$ cat src/rtl/vector_pkg.sv
// Shared definitions for the point stream decoder.
//   COORD_W_DEFAULT : default coordinate width in bits
//   DONE_BYTE       : byte value that, repeated across a whole word, marks end of frame
//   rx_state_t      : receiver FSM states
//   point_bytes()   : bytes per point word for a given coordinate width
//   x_lsb/lit_pos() : field offsets inside a decoded word (y always starts at bit 0)
package vector_pkg;

   localparam int COORD_W_DEFAULT = 12;
   localparam logic [7:0] DONE_BYTE = 8'h01;

   typedef enum logic {
      IDLE = 1'b0,
      RECV = 1'b1
   } rx_state_t;

   function automatic int point_bytes(input int coord_w);
      return (2 * coord_w + 1 + 7) / 8;
   endfunction

   function automatic int x_lsb(input int coord_w);
      return coord_w;
   endfunction

   function automatic int lit_pos(input int coord_w);
      return 2 * coord_w;
   endfunction

endpackage

$ cat src/rtl/point_stream_decoder_if.sv
// Bundle of the byte-receive side and the point-emit side of the decoder.
//   rx_valid/rx_byte : received UART byte strobe and data
//   ready            : downstream line engine can take a point
//   x/y/draw/jump    : emitted target coordinate and lit/blanked move pulse
//   frame_done       : end-of-frame pulse
//   receiving        : receiver is inside a word stream
//   overflow/fill    : sticky drop flag and buffer occupancy
// Modports: slave = decoder side, master = source/sink side.
interface point_stream_decoder_if #(
   parameter int COORD_W    = vector_pkg::COORD_W_DEFAULT,
   parameter int FIFO_DEPTH = 16
);
   logic                          rx_valid;
   logic [7:0]                    rx_byte;
   logic                          ready;
   logic [COORD_W-1:0]            x;
   logic [COORD_W-1:0]            y;
   logic                          draw;
   logic                          jump;
   logic                          frame_done;
   logic                          receiving;
   logic                          overflow;
   logic [$clog2(FIFO_DEPTH):0]   fill;

   modport slave (
      input  rx_valid, rx_byte, ready,
      output x, y, draw, jump, frame_done, receiving, overflow, fill
   );

   modport master (
      output rx_valid, rx_byte, ready,
      input  x, y, draw, jump, frame_done, receiving, overflow, fill
   );
endinterface

$ cat src/rtl/sync_fifo.sv
// Single-clock FIFO for decoded point words.
//   clk, reset : clock and synchronous active-high reset
//   push/wdata : write request and data (accepted when not full, or when a pop frees a slot)
//   pop/rdata  : read request and head-of-queue data (rdata is valid whenever not empty)
//   full/empty : occupancy flags
//   count      : current occupancy
module sync_fifo #(
   parameter int WIDTH = 25,
   parameter int DEPTH = 16
) (
   input  logic                     clk,
   input  logic                     reset,
   input  logic                     push,
   input  logic                     pop,
   input  logic [WIDTH-1:0]         wdata,
   output logic [WIDTH-1:0]         rdata,
   output logic                     full,
   output logic                     empty,
   output logic [$clog2(DEPTH):0]   count
);
   localparam int AW = $clog2(DEPTH);

   logic [WIDTH-1:0] mem [DEPTH];
   logic [AW-1:0]    wr_ptr;
   logic [AW-1:0]    rd_ptr;
   logic [AW:0]      count_q;
   logic             do_push;
   logic             do_pop;

   // DEPTH is a power of two, so the count MSB alone means full
   assign full    = count_q[AW];
   assign empty   = (count_q == '0);
   assign count   = count_q;
   assign rdata   = mem[rd_ptr];
   assign do_pop  = pop && !empty;
   assign do_push = push && (!full || do_pop);

   always_ff @(posedge clk) begin
      if (do_push) begin
         mem[wr_ptr] <= wdata;
      end
   end

   always_ff @(posedge clk) begin
      if (reset) begin
         wr_ptr  <= '0;
         rd_ptr  <= '0;
         count_q <= '0;
      end else begin
         if (do_push) begin
            wr_ptr <= wr_ptr + 1'b1;
         end
         if (do_pop) begin
            rd_ptr <= rd_ptr + 1'b1;
         end
         case ({do_push, do_pop})
            2'b10:   count_q <= count_q + 1'b1;
            2'b01:   count_q <= count_q - 1'b1;
            default: count_q <= count_q;
         endcase
      end
   end

endmodule

$ cat src/rtl/point_stream_decoder.sv
// Decodes a UART byte stream into vector display points and paces them out
// to the line engine.
//   clk, reset : clock and synchronous active-high reset
//   bus        : point_stream_decoder_if slave (rx bytes in, points/status out)
//
// state | meaning
// IDLE  | between frames; 0x00 bytes are discarded, first nonzero byte opens a word
// RECV  | assembling point words MSB-first; an all-DONE_BYTE word closes the frame
module point_stream_decoder
   import vector_pkg::*;
#(
   parameter int COORD_W    = COORD_W_DEFAULT,
   parameter int FIFO_DEPTH = 16
) (
   input  logic                  clk,
   input  logic                  reset,
   point_stream_decoder_if.slave bus
);
   localparam int PB      = point_bytes(COORD_W);
   localparam int WORD_W  = 2 * COORD_W + 1;
   localparam int ASM_W   = PB * 8;
   localparam int X_LSB   = x_lsb(COORD_W);
   localparam int LIT_POS = lit_pos(COORD_W);
   localparam int FILL_W  = $clog2(FIFO_DEPTH) + 1;
   localparam logic [ASM_W-1:0] DONE_WORD = {PB{DONE_BYTE}};
   localparam logic [2:0]       LAST_IDX  = 3'(PB - 1);

   rx_state_t          state_q, state_d;
   logic [2:0]         byte_cnt_q, byte_cnt_d;
   // holds the bytes already received; the current byte completes the word
   logic [ASM_W-9:0]   asm_q, asm_d;
   logic [ASM_W-1:0]   word;
   logic               take;
   logic               push;
   logic               is_done;

   logic               pop;
   logic [WORD_W-1:0]  head;
   logic               full;
   logic               empty;
   logic [FILL_W-1:0]  count;

   logic               cooldown_q;
   logic               frame_done_q;
   logic               overflow_q;
   logic               draw_q;
   logic               jump_q;
   logic [COORD_W-1:0] x_q;
   logic [COORD_W-1:0] y_q;

   assign word = {asm_q, bus.rx_byte};

   always_ff @(posedge clk) begin
      if (reset) begin
         state_q <= IDLE;
      end else begin
         state_q <= state_d;
      end
   end

   always_comb begin
      state_d    = state_q;
      byte_cnt_d = byte_cnt_q;
      asm_d      = asm_q;
      take       = 1'b0;
      push       = 1'b0;
      is_done    = 1'b0;
      case (state_q)
         IDLE: begin
            if (bus.rx_valid && (bus.rx_byte != 8'h00)) begin
               take    = 1'b1;
               state_d = RECV;
            end
         end
         RECV: begin
            take = bus.rx_valid;
         end
         default: state_d = IDLE;
      endcase
      if (take) begin
         asm_d = word[ASM_W-9:0];
         if (byte_cnt_q == LAST_IDX) begin
            byte_cnt_d = '0;
            if (word == DONE_WORD) begin
               is_done = 1'b1;
               state_d = IDLE;
            end else begin
               push = 1'b1;
            end
         end else begin
            byte_cnt_d = byte_cnt_q + 3'd1;
         end
      end
   end

   // one free cycle after every pop lets the line engine drop ready in time
   assign pop = !empty && bus.ready && !cooldown_q;

   sync_fifo #(
      .WIDTH (WORD_W),
      .DEPTH (FIFO_DEPTH)
   ) u_fifo (
      .clk   (clk),
      .reset (reset),
      .push  (push),
      .pop   (pop),
      .wdata (word[WORD_W-1:0]),
      .rdata (head),
      .full  (full),
      .empty (empty),
      .count (count)
   );

   always_ff @(posedge clk) begin
      if (reset) begin
         byte_cnt_q   <= '0;
         asm_q        <= '0;
         cooldown_q   <= 1'b0;
         frame_done_q <= 1'b0;
         overflow_q   <= 1'b0;
         draw_q       <= 1'b0;
         jump_q       <= 1'b0;
         x_q          <= '0;
         y_q          <= '0;
      end else begin
         byte_cnt_q   <= byte_cnt_d;
         asm_q        <= asm_d;
         cooldown_q   <= pop;
         frame_done_q <= is_done;
         draw_q       <= pop && head[LIT_POS];
         jump_q       <= pop && !head[LIT_POS];
         if (push && full && !pop) begin
            overflow_q <= 1'b1;
         end
         if (pop) begin
            x_q <= head[X_LSB +: COORD_W];
            y_q <= head[COORD_W-1:0];
         end
      end
   end

   assign bus.x          = x_q;
   assign bus.y          = y_q;
   assign bus.draw       = draw_q;
   assign bus.jump       = jump_q;
   assign bus.frame_done = frame_done_q;
   assign bus.receiving  = (state_q == RECV);
   assign bus.overflow   = overflow_q;
   assign bus.fill       = count;

endmodule

$ cat src/flat_wrapper.sv
// flat-port wrapper written by rule: the top's interface ports become plain ports
module point_stream_decoder_flat import vector_pkg::*;
#(
   parameter int COORD_W    = COORD_W_DEFAULT,
   parameter int FIFO_DEPTH = 16
)
  (clk, reset, bus_rx_valid, bus_rx_byte, bus_ready, bus_x, bus_y, bus_draw, bus_jump, bus_frame_done, bus_receiving, bus_overflow, bus_fill);
  point_stream_decoder_if #(.COORD_W(COORD_W), .FIFO_DEPTH(FIFO_DEPTH)) bus_i ();
  input  logic clk;
  input  logic reset;
  input wire logic [$bits(bus_i.rx_valid)-1:0] bus_rx_valid;
  input wire logic [$bits(bus_i.rx_byte)-1:0] bus_rx_byte;
  input wire logic [$bits(bus_i.ready)-1:0] bus_ready;
  output wire logic [$bits(bus_i.x)-1:0] bus_x;
  output wire logic [$bits(bus_i.y)-1:0] bus_y;
  output wire logic [$bits(bus_i.draw)-1:0] bus_draw;
  output wire logic [$bits(bus_i.jump)-1:0] bus_jump;
  output wire logic [$bits(bus_i.frame_done)-1:0] bus_frame_done;
  output wire logic [$bits(bus_i.receiving)-1:0] bus_receiving;
  output wire logic [$bits(bus_i.overflow)-1:0] bus_overflow;
  output wire logic [$bits(bus_i.fill)-1:0] bus_fill;
  assign bus_i.rx_valid = bus_rx_valid;
  assign bus_i.rx_byte = bus_rx_byte;
  assign bus_i.ready = bus_ready;
  assign bus_x = bus_i.x;
  assign bus_y = bus_i.y;
  assign bus_draw = bus_i.draw;
  assign bus_jump = bus_i.jump;
  assign bus_frame_done = bus_i.frame_done;
  assign bus_receiving = bus_i.receiving;
  assign bus_overflow = bus_i.overflow;
  assign bus_fill = bus_i.fill;
  point_stream_decoder #(.COORD_W(COORD_W), .FIFO_DEPTH(FIFO_DEPTH)) u_core (.clk(clk), .reset(reset), .bus(bus_i));
endmodule
$ cat config.mk
export PLATFORM = sky130hd
export DESIGN_NAME = point_stream_decoder_flat
export DESIGN_NICKNAME = d
export VERILOG_FILES = /design/src/rtl/vector_pkg.sv /design/src/rtl/point_stream_decoder_if.sv /design/src/rtl/sync_fifo.sv /design/src/rtl/point_stream_decoder.sv /design/src/flat_wrapper.sv
export SDC_FILE = /design/constraint.sdc
export NUM_CORES = 1
export LEC_CHECK = 0
export ABC_CLOCK_PERIOD_IN_PS = 4500
export BUFFER_PORTS_ARGS = -buffer_cell sky130_fd_sc_hd__clkbuf_2
export CORE_MARGIN = 4
export CORE_UTILIZATION = 45
export DETAILED_ROUTE_END_ITERATION = 16
export PLACE_DENSITY = 0.57
export SYNTH_ARGS = -nofsm -noshare
export SYNTH_HDL_FRONTEND = slang
export SYNTH_SLANG_ARGS = --single-unit
$ cat constraint.sdc
create_clock -name clk -period 4.5 [get_ports clk]
set_clock_uncertainty 0.15 [all_clocks]
set_input_delay 0.45 -clock clk [delete_from_list [all_inputs] [get_ports clk]]
set_output_delay 0.45 -clock clk [all_outputs]
set_load 0.01 [all_outputs]
Yosys cells after proc, flatten, opt, wreduce, memory -nomap -nowiden
Memories as Yosys holds them, arrays and structs flattened. A register that Yosys moved wholly into a read port is not among the register bits.
Index checks and enable logic that the tools add are counted.
{"block": "totals", "regBits": 70, "ram_bits": 400, "inputBits": 12, "word_cells": 61, "mem_count": 1}
{"block": "classes", "n_addsub": 5, "n_eq_ne": 4, "muxes": 16, "n_bitwise": 3, "reduce_logical": 19}
{"memory": "u_core.u_fifo.mem", "depth": 16, "word_bits": 25, "read_ports": 1, "rd_ports_with_merged_regs": 1, "write_ports": 1, "line": "sync_fifo.sv:23", "text": "logic [WIDTH-1:0] mem [DEPTH];"}
{"operator": "32-bit by 25-bit equality test with 1-bit output (second input constant)", "count": 1}
{"operator": "1-bit 2-to-1 mux", "count": 11}
{"operator": "5-bit one-hot mux with 2 select lines", "count": 1}
{"operator": "1-bit logical AND", "count": 9}
{"operator": "4-bit by 1-bit adder with 4-bit output (second input constant)", "count": 2}
{"operator": "4-bit 2-to-1 mux", "count": 2}
{"operator": "8-bit nonzero test", "count": 1}
{"operator": "5-bit by 1-bit adder with 5-bit output (second input constant)", "count": 1}
{"operator": "1-bit logical NOT", "count": 5}
{"operator": "5-bit logical NOT", "count": 1}
{"operator": "5-bit by 1-bit subtractor with 5-bit output (second input constant)", "count": 1}
{"operator": "3-bit by 1-bit adder with 3-bit output (second input constant)", "count": 1}
{"operator": "3-bit by 2-bit equality test with 1-bit output (second input constant)", "count": 1}
{"operator": "3-bit 2-to-1 mux", "count": 1}
{"operator": "1-bit NOT", "count": 3}
{"operator": "3-bit OR reduction", "count": 1}
{"operator": "2-bit by 1-bit equality test with 1-bit output (second input constant)", "count": 1}
{"operator": "2-bit equality test (second input constant)", "count": 1}
{"operator": "1-bit one-hot mux with 2 select lines", "count": 1}
{"operator": "2-bit nonzero test", "count": 1}
{"operator": "1-bit logical OR", "count": 1}

Depth between registers and ports, before layout
{"block": "depth", "word_depth": 9, "mapped_depth": 15, "mapped_depth_nobuf": 13}

Modules after synthesis
Synthesis repeated with hierarchy kept, for this count alone.
{"block": "hier_totals", "cells_unflattened": 915, "area_unflattened_um2": 18367.6}
{"module": "sync_fifo", "n_inst": 1, "cells_per_inst": 673, "area_per_inst_um2": 16213.0, "seq_area_each_um2": 12351.8}
{"module": "point_stream_decoder", "n_inst": 1, "cells_per_inst": 242, "area_per_inst_um2": 2154.6, "seq_area_each_um2": 1141.1}

Least setup slack after synthesis
Ideal clock, no wire load.
{"block": "synth_path", "kind": "input-to-reg", "start": "input bus_rx_byte[2]", "end": "register u_core.u_fifo.count_q[4], in the netlist u_core.u_fifo.count[4]", "setup_time_ns": 0.121, "arrival_time_ns": 3.381, "required_time_ns": 4.229, "setup_slack_ns": 0.848, "cell_stages": 14, "path_cell_list": "or4_4 nor4_2 nand3_1 and3_4 buf_6 inv_2 ha_1 clkbuf_1 xor2_1 ha_1 a21oi_1 a32oi_1 a21oi_1 mux2_2"}
{"block": "synth_between", "elab_chain_len": 8, "elab_cells_between_ends": 13, "cone_classes": "eq/ne: 3; mux: 6; reduce/logical: 4"}
{"item": "from (decl)", "line": "flat_wrapper.sv:12", "text": "input wire logic [$bits(bus_i.rx_byte)-1:0] bus_rx_byte;"}
{"item": "8-bit nonzero test", "line": "point_stream_decoder.sv:70", "text": "if (bus.rx_valid && (bus.rx_byte != 8'h00)) begin"}
{"item": "1-bit logical AND", "line": "point_stream_decoder.sv:70"}
{"item": "1-bit 2-to-1 mux", "line": "point_stream_decoder.sv:70"}
{"item": "1-bit one-hot mux with 2 select lines", "line": "point_stream_decoder.sv:68", "text": "case (state_q)"}
{"item": "1-bit 2-to-1 mux (*)", "line": "point_stream_decoder.sv:80", "text": "if (take) begin"}
{"item": "1-bit logical AND (*)", "line": "sync_fifo.sv:36", "text": "assign do_push = push && (!full || do_pop);"}
{"item": "2-bit by 1-bit equality test with 1-bit output or 2-bit equality test (tied branches)", "line": "sync_fifo.sv:56", "text": "case ({do_push, do_pop})"}
{"item": "5-bit one-hot mux with 2 select lines or 2-bit nonzero test (tied branches)"}
{"item": "to (signal assigned)", "line": "sync_fifo.sv:57", "text": "2'b10: count_q <= count_q + 1'b1;"}
{"item": "to (signal assigned)", "line": "sync_fifo.sv:58", "text": "2'b01: count_q <= count_q - 1'b1;"}
{"item": "to (signal assigned)", "line": "sync_fifo.sv:59", "text": "default: count_q <= count_q;"}
{"item": "to (decl)", "line": "sync_fifo.sv:26", "text": "logic [AW:0] count_q;"}
Mark *: on every way between the ends. The rest lies on a longest branch, timed or not.
A chain may end at the register's enable or synchronous reset.

Worst setup path after layout
{"block": "layout_path", "start": "register u_core.asm_q[4]", "end": "register u_core.u_fifo.count_q[4], in the netlist u_core.u_fifo.count[4]"}
{"block": "layout_between", "elab_chain_len": 7, "elab_cells_between_ends": 9, "cone_classes": "eq/ne: 3; mux: 4; reduce/logical: 2"}
{"item": "from (decl)", "line": "point_stream_decoder.sv:31", "text": "logic [ASM_W-9:0] asm_q, asm_d;"}
{"item": "from (signal assigned)", "line": "point_stream_decoder.sv:127", "text": "asm_q <= asm_d;"}
{"item": "32-bit by 25-bit equality test with 1-bit output (*)", "line": "point_stream_decoder.sv:84", "text": "if (word == DONE_WORD) begin"}
{"item": "1-bit 2-to-1 mux (*)", "line": "point_stream_decoder.sv:84"}
{"item": "1-bit 2-to-1 mux (*)", "line": "point_stream_decoder.sv:82", "text": "if (byte_cnt_q == LAST_IDX) begin"}
{"item": "1-bit 2-to-1 mux (*)", "line": "point_stream_decoder.sv:80"}
{"item": "1-bit logical AND (*)", "line": "sync_fifo.sv:36"}
{"item": "2-bit by 1-bit equality test with 1-bit output or 2-bit equality test (tied branches)", "line": "sync_fifo.sv:56"}
{"item": "5-bit one-hot mux with 2 select lines or 2-bit nonzero test (tied branches)"}
Marked as above.

==> impl_metrics.ini <==
[yosys]
synthTopCellsByCount = 400 x edfxtp_1, 101 x mux4_2, 74 x dfxtp_1, 62 x a21oi_1, 61 x nor2_1
syn_area_mm2 = 0.01793
synth_ff_type = edfxtp_1
synth_top_area_cell = edfxtp_1
synth.top_cell.area_share = 0.6698
syn-num-nets = 957
ys_top_cells_by_area = edfxtp_1 67%, mux4_2 13%, dfxtp_1 8.3%
synthDistinctLibCells = 48
synth_edf_count = 400
syn_area_per_cell_um2 = 19.16
synth-seq-cells = 474
netlist_instances = 936
synth_most_common_cell = edfxtp_1
yosysSeqAreaShare = 0.7524
yosys_warnings = 0
synth-async-reset-ratio = 0

[critical_path]
path_class = reg2reg
cp-start-kind = register
critical-path-max-stage-delay_ns = 0.63
path_buf_inv = 1
cp.required_ns = 4.79
cp.arrival_ns = 4.02
cp-end-kind = register
crit_family = simple AND/OR/NAND/NOR gates
crit_path_cell_trace = or4b_1 > nor4_2 > nand3_1 > and3_4 > inv_2 > ha_1 > xor2_1 > ha_1 > a21oi_1 > nor3b_1 > o21ai_0 > a21oi_1 > mux2_2
startpoint = u_core.asm_q[4]$_SDFFE_PP0P_
slowest_stage = or4b_1
worstReg2RegStart = u_core.asm_q[4]$_SDFFE_PP0P_
cp_max_fo = 19

[floorplan]
fp.dieW_um = 207.6
die_area_mm2 = 0.04311
start_util = 0.4597
chipHeight_um = 207.6
num_io_pins = 46
core_mm2 = 0.03901
fp-row-count = 72

[grt]
grt_pass1_wl_um = 61380
grt_max_degree = 75
antenna_found_initial = 0
grt.total_usage = 0.1912
first_global_vias = 9195
grt-ovfl-total = 0

[final_layout]
syn_to_final_growth_pct = 13.83
regArea_mm2 = 0.01350
n_fill_cell = 3125
antenna_cells = 0
design_area_mm2 = 0.02041
nNetsFinal = 1021
drive_gt1_frac = 0.2678
multi_input_area_mm2 = 0.004198

[detailed_routing]
met2_length_um = 19770
routedWlPerCell_um = 26.79
ant_nets = 0
vias = 9045
drt-met1-wl_um = 18610
totalWireLength_um = 41680
vias_per_cell = 5.813
routed.top_layer = met4
wl_met3_um = 2614
firstDrtPassIters = 5
drtIter0Drc = 742
drc = 0

[cts]
tritoncts = built
post_cts_buffers = 0
clock_latency_ns = 0.55
cts_resized = 0
clk_pin_slew_ns = 0.06
cts_hold_buf = 0
cts_sinks = 474
numCtsBuffers = 49
root_buffer = clkbuf_16
clockBufferDepth = 3
h-tree-depth = 2

[placed_design]
port_buffers = 45
pre_cts_slack_ns = 0.5063
place_congestion = 0.7245
hpwl_um = 20910
dpl_cell_area_mm2 = 0.01880

[sta]
slew_viol_final = 0
finalSetupViolCount = 0
fin_tns_setup_ns = 0
period_needed_ns = 3.731
max_freq_mhz = 268.1
period_share = 0.8290
setup_slack_ns = 0.7694
rsz0062_at_grt = no
relSlewSlack = 0.2077
hold_violations = 0
worstMarginPinSlew_ns = 1.188

[power]
p_clk_frac = 0.450
seqPwrFrac = 0.531
pwr_density_cell_mw_per_mm2 = 441.1
switching_share = 0.1958
internal_power_mw = 7.242
power_leakage_nw = 6.645
ir_drop_v = 0.0002858
netSwitchingPower_mw = 1.763
comb_power_share = 0.019

[run]
maxCapViolCount = 0

[status]
status = completed

[min_path]
min_from = bus_rx_valid
hp-class = in2reg
final cells by class:
class,count,area share
sequential,474,0.6614
multi-input combinational,402,0.2056
clock buffer,61,0.06473
clock inverter,28,0.01434
timing repair buffer,67,0.02108
inverter,6,0.001103
tap,518,0.03175
power by group through the flow:
stage	registers (mW)	clock network [mW]	logic (mW)
after global routing	4.79	4.33	0.185
after floorplan	4.88	0	0.0987
after global placement	4.88	0	0.168
after detailed placement	4.88	0	0.171
after CTS	4.79	4.12	0.171
final	4.79	4.05	0.168
sequential cells by signal, indices dropped and copies added, names as in the netlist, named ones only:
register / flops
u_core.bus.x: 12
u_core.u_fifo.rd_ptr: 4
u_core.bus.jump: 1
u_core.byte_cnt_q: 3
u_core.u_fifo.mem: 400
u_core.bus.receiving: 1
u_core.u_fifo.wr_ptr: 4
u_core.bus.frame_done: 1
u_core.bus.draw: 1
u_core.bus.y: 12
u_core.asm_q: 24
u_core.cooldown_q: 1
u_core.u_fifo.count: 5
u_core.bus.overflow: 1
final timing paths:
check	slack, ns	endpoint	cells after the start
worst max-delay path	0.77	u_core.u_fifo.count[4]$_SDFFE_PP0P_	13
worst max register to register	0.77	u_core.u_fifo.count[4]$_SDFFE_PP0P_	13
worst min-delay path	0.20	u_core.asm_q[0]$_SDFFE_PP0P_	3
worst min register to register	0.30	u_core.byte_cnt_q[2]$_SDFFE_PP0P_	1
layout by cell type, fill, tap and decap left out, types with 20 or more instances in the layout:
cell type,count
edfxtp_1,400
mux4_2,101
dfxtp_1,72
a21oi_1,62
nor2_1,60
a22oi_1,49
clkbuf_16,49
clkbuf_2,44
nand2_1,24
buf_4,20
metal layers:
| metal | up-vias | global-route usage |
|---|---|---|
| met1 | 4782 | 0.2871 |
| met4 | 0 | 0.04100 |
| met3 | 60 | 0.03219 |
| li1 | 3908 | - |
| met2 | 295 | 0.3000 |
| met5 | - | 0 |
per-stage QoR:
| step | util | hold slack, ns | total power, mW | std cells |
|---|---|---|---|---|
| final | 0.5233 | 0.2044 | 9.005 | 1556 |
| after global routing | 0.5233 | 0.2145 | 9.298 | 1556 |
| after CTS | 0.5233 | 0.1751 | 9.075 | 1556 |
| after detailed placement | 0.4819 | 0.2881 | 5.051 | 1467 |
| after global placement | 0.4819 | 0.2809 | 5.047 | 1467 |
| after floorplan | - | 0.2750 | 4.975 | 936 |
worst reg2reg max path, cell delays in order (launching register included):
cell and delay (ns):
dfxtp_1 0.49, or4b_1 0.63, nor4_2 0.23, nand3_1 0.28
and3_4 0.35, inv_2 0.07, ha_1 0.18, xor2_1 0.17
ha_1 0.17, a21oi_1 0.06, nor3b_1 0.21, o21ai_0 0.10
a21oi_1 0.17, mux2_2 0.34
cells by family (layout without fill, tap and decap cells):
kind of cell | after synthesis | in the layout | synth area share
fa+ha+maj | 9 | 9 | 0.006279
compound gates | 121 | 121 | 0.04305
buf+inv | 60 | 162 | 0.01514
flops | 474 | 474 | 0.7524
simple gates | 140 | 140 | 0.03914
xor+xnor | 7 | 7 | 0.003419
mux | 125 | 125 | 0.1406
Note: power is estimated with default switching activity, not from simulation.
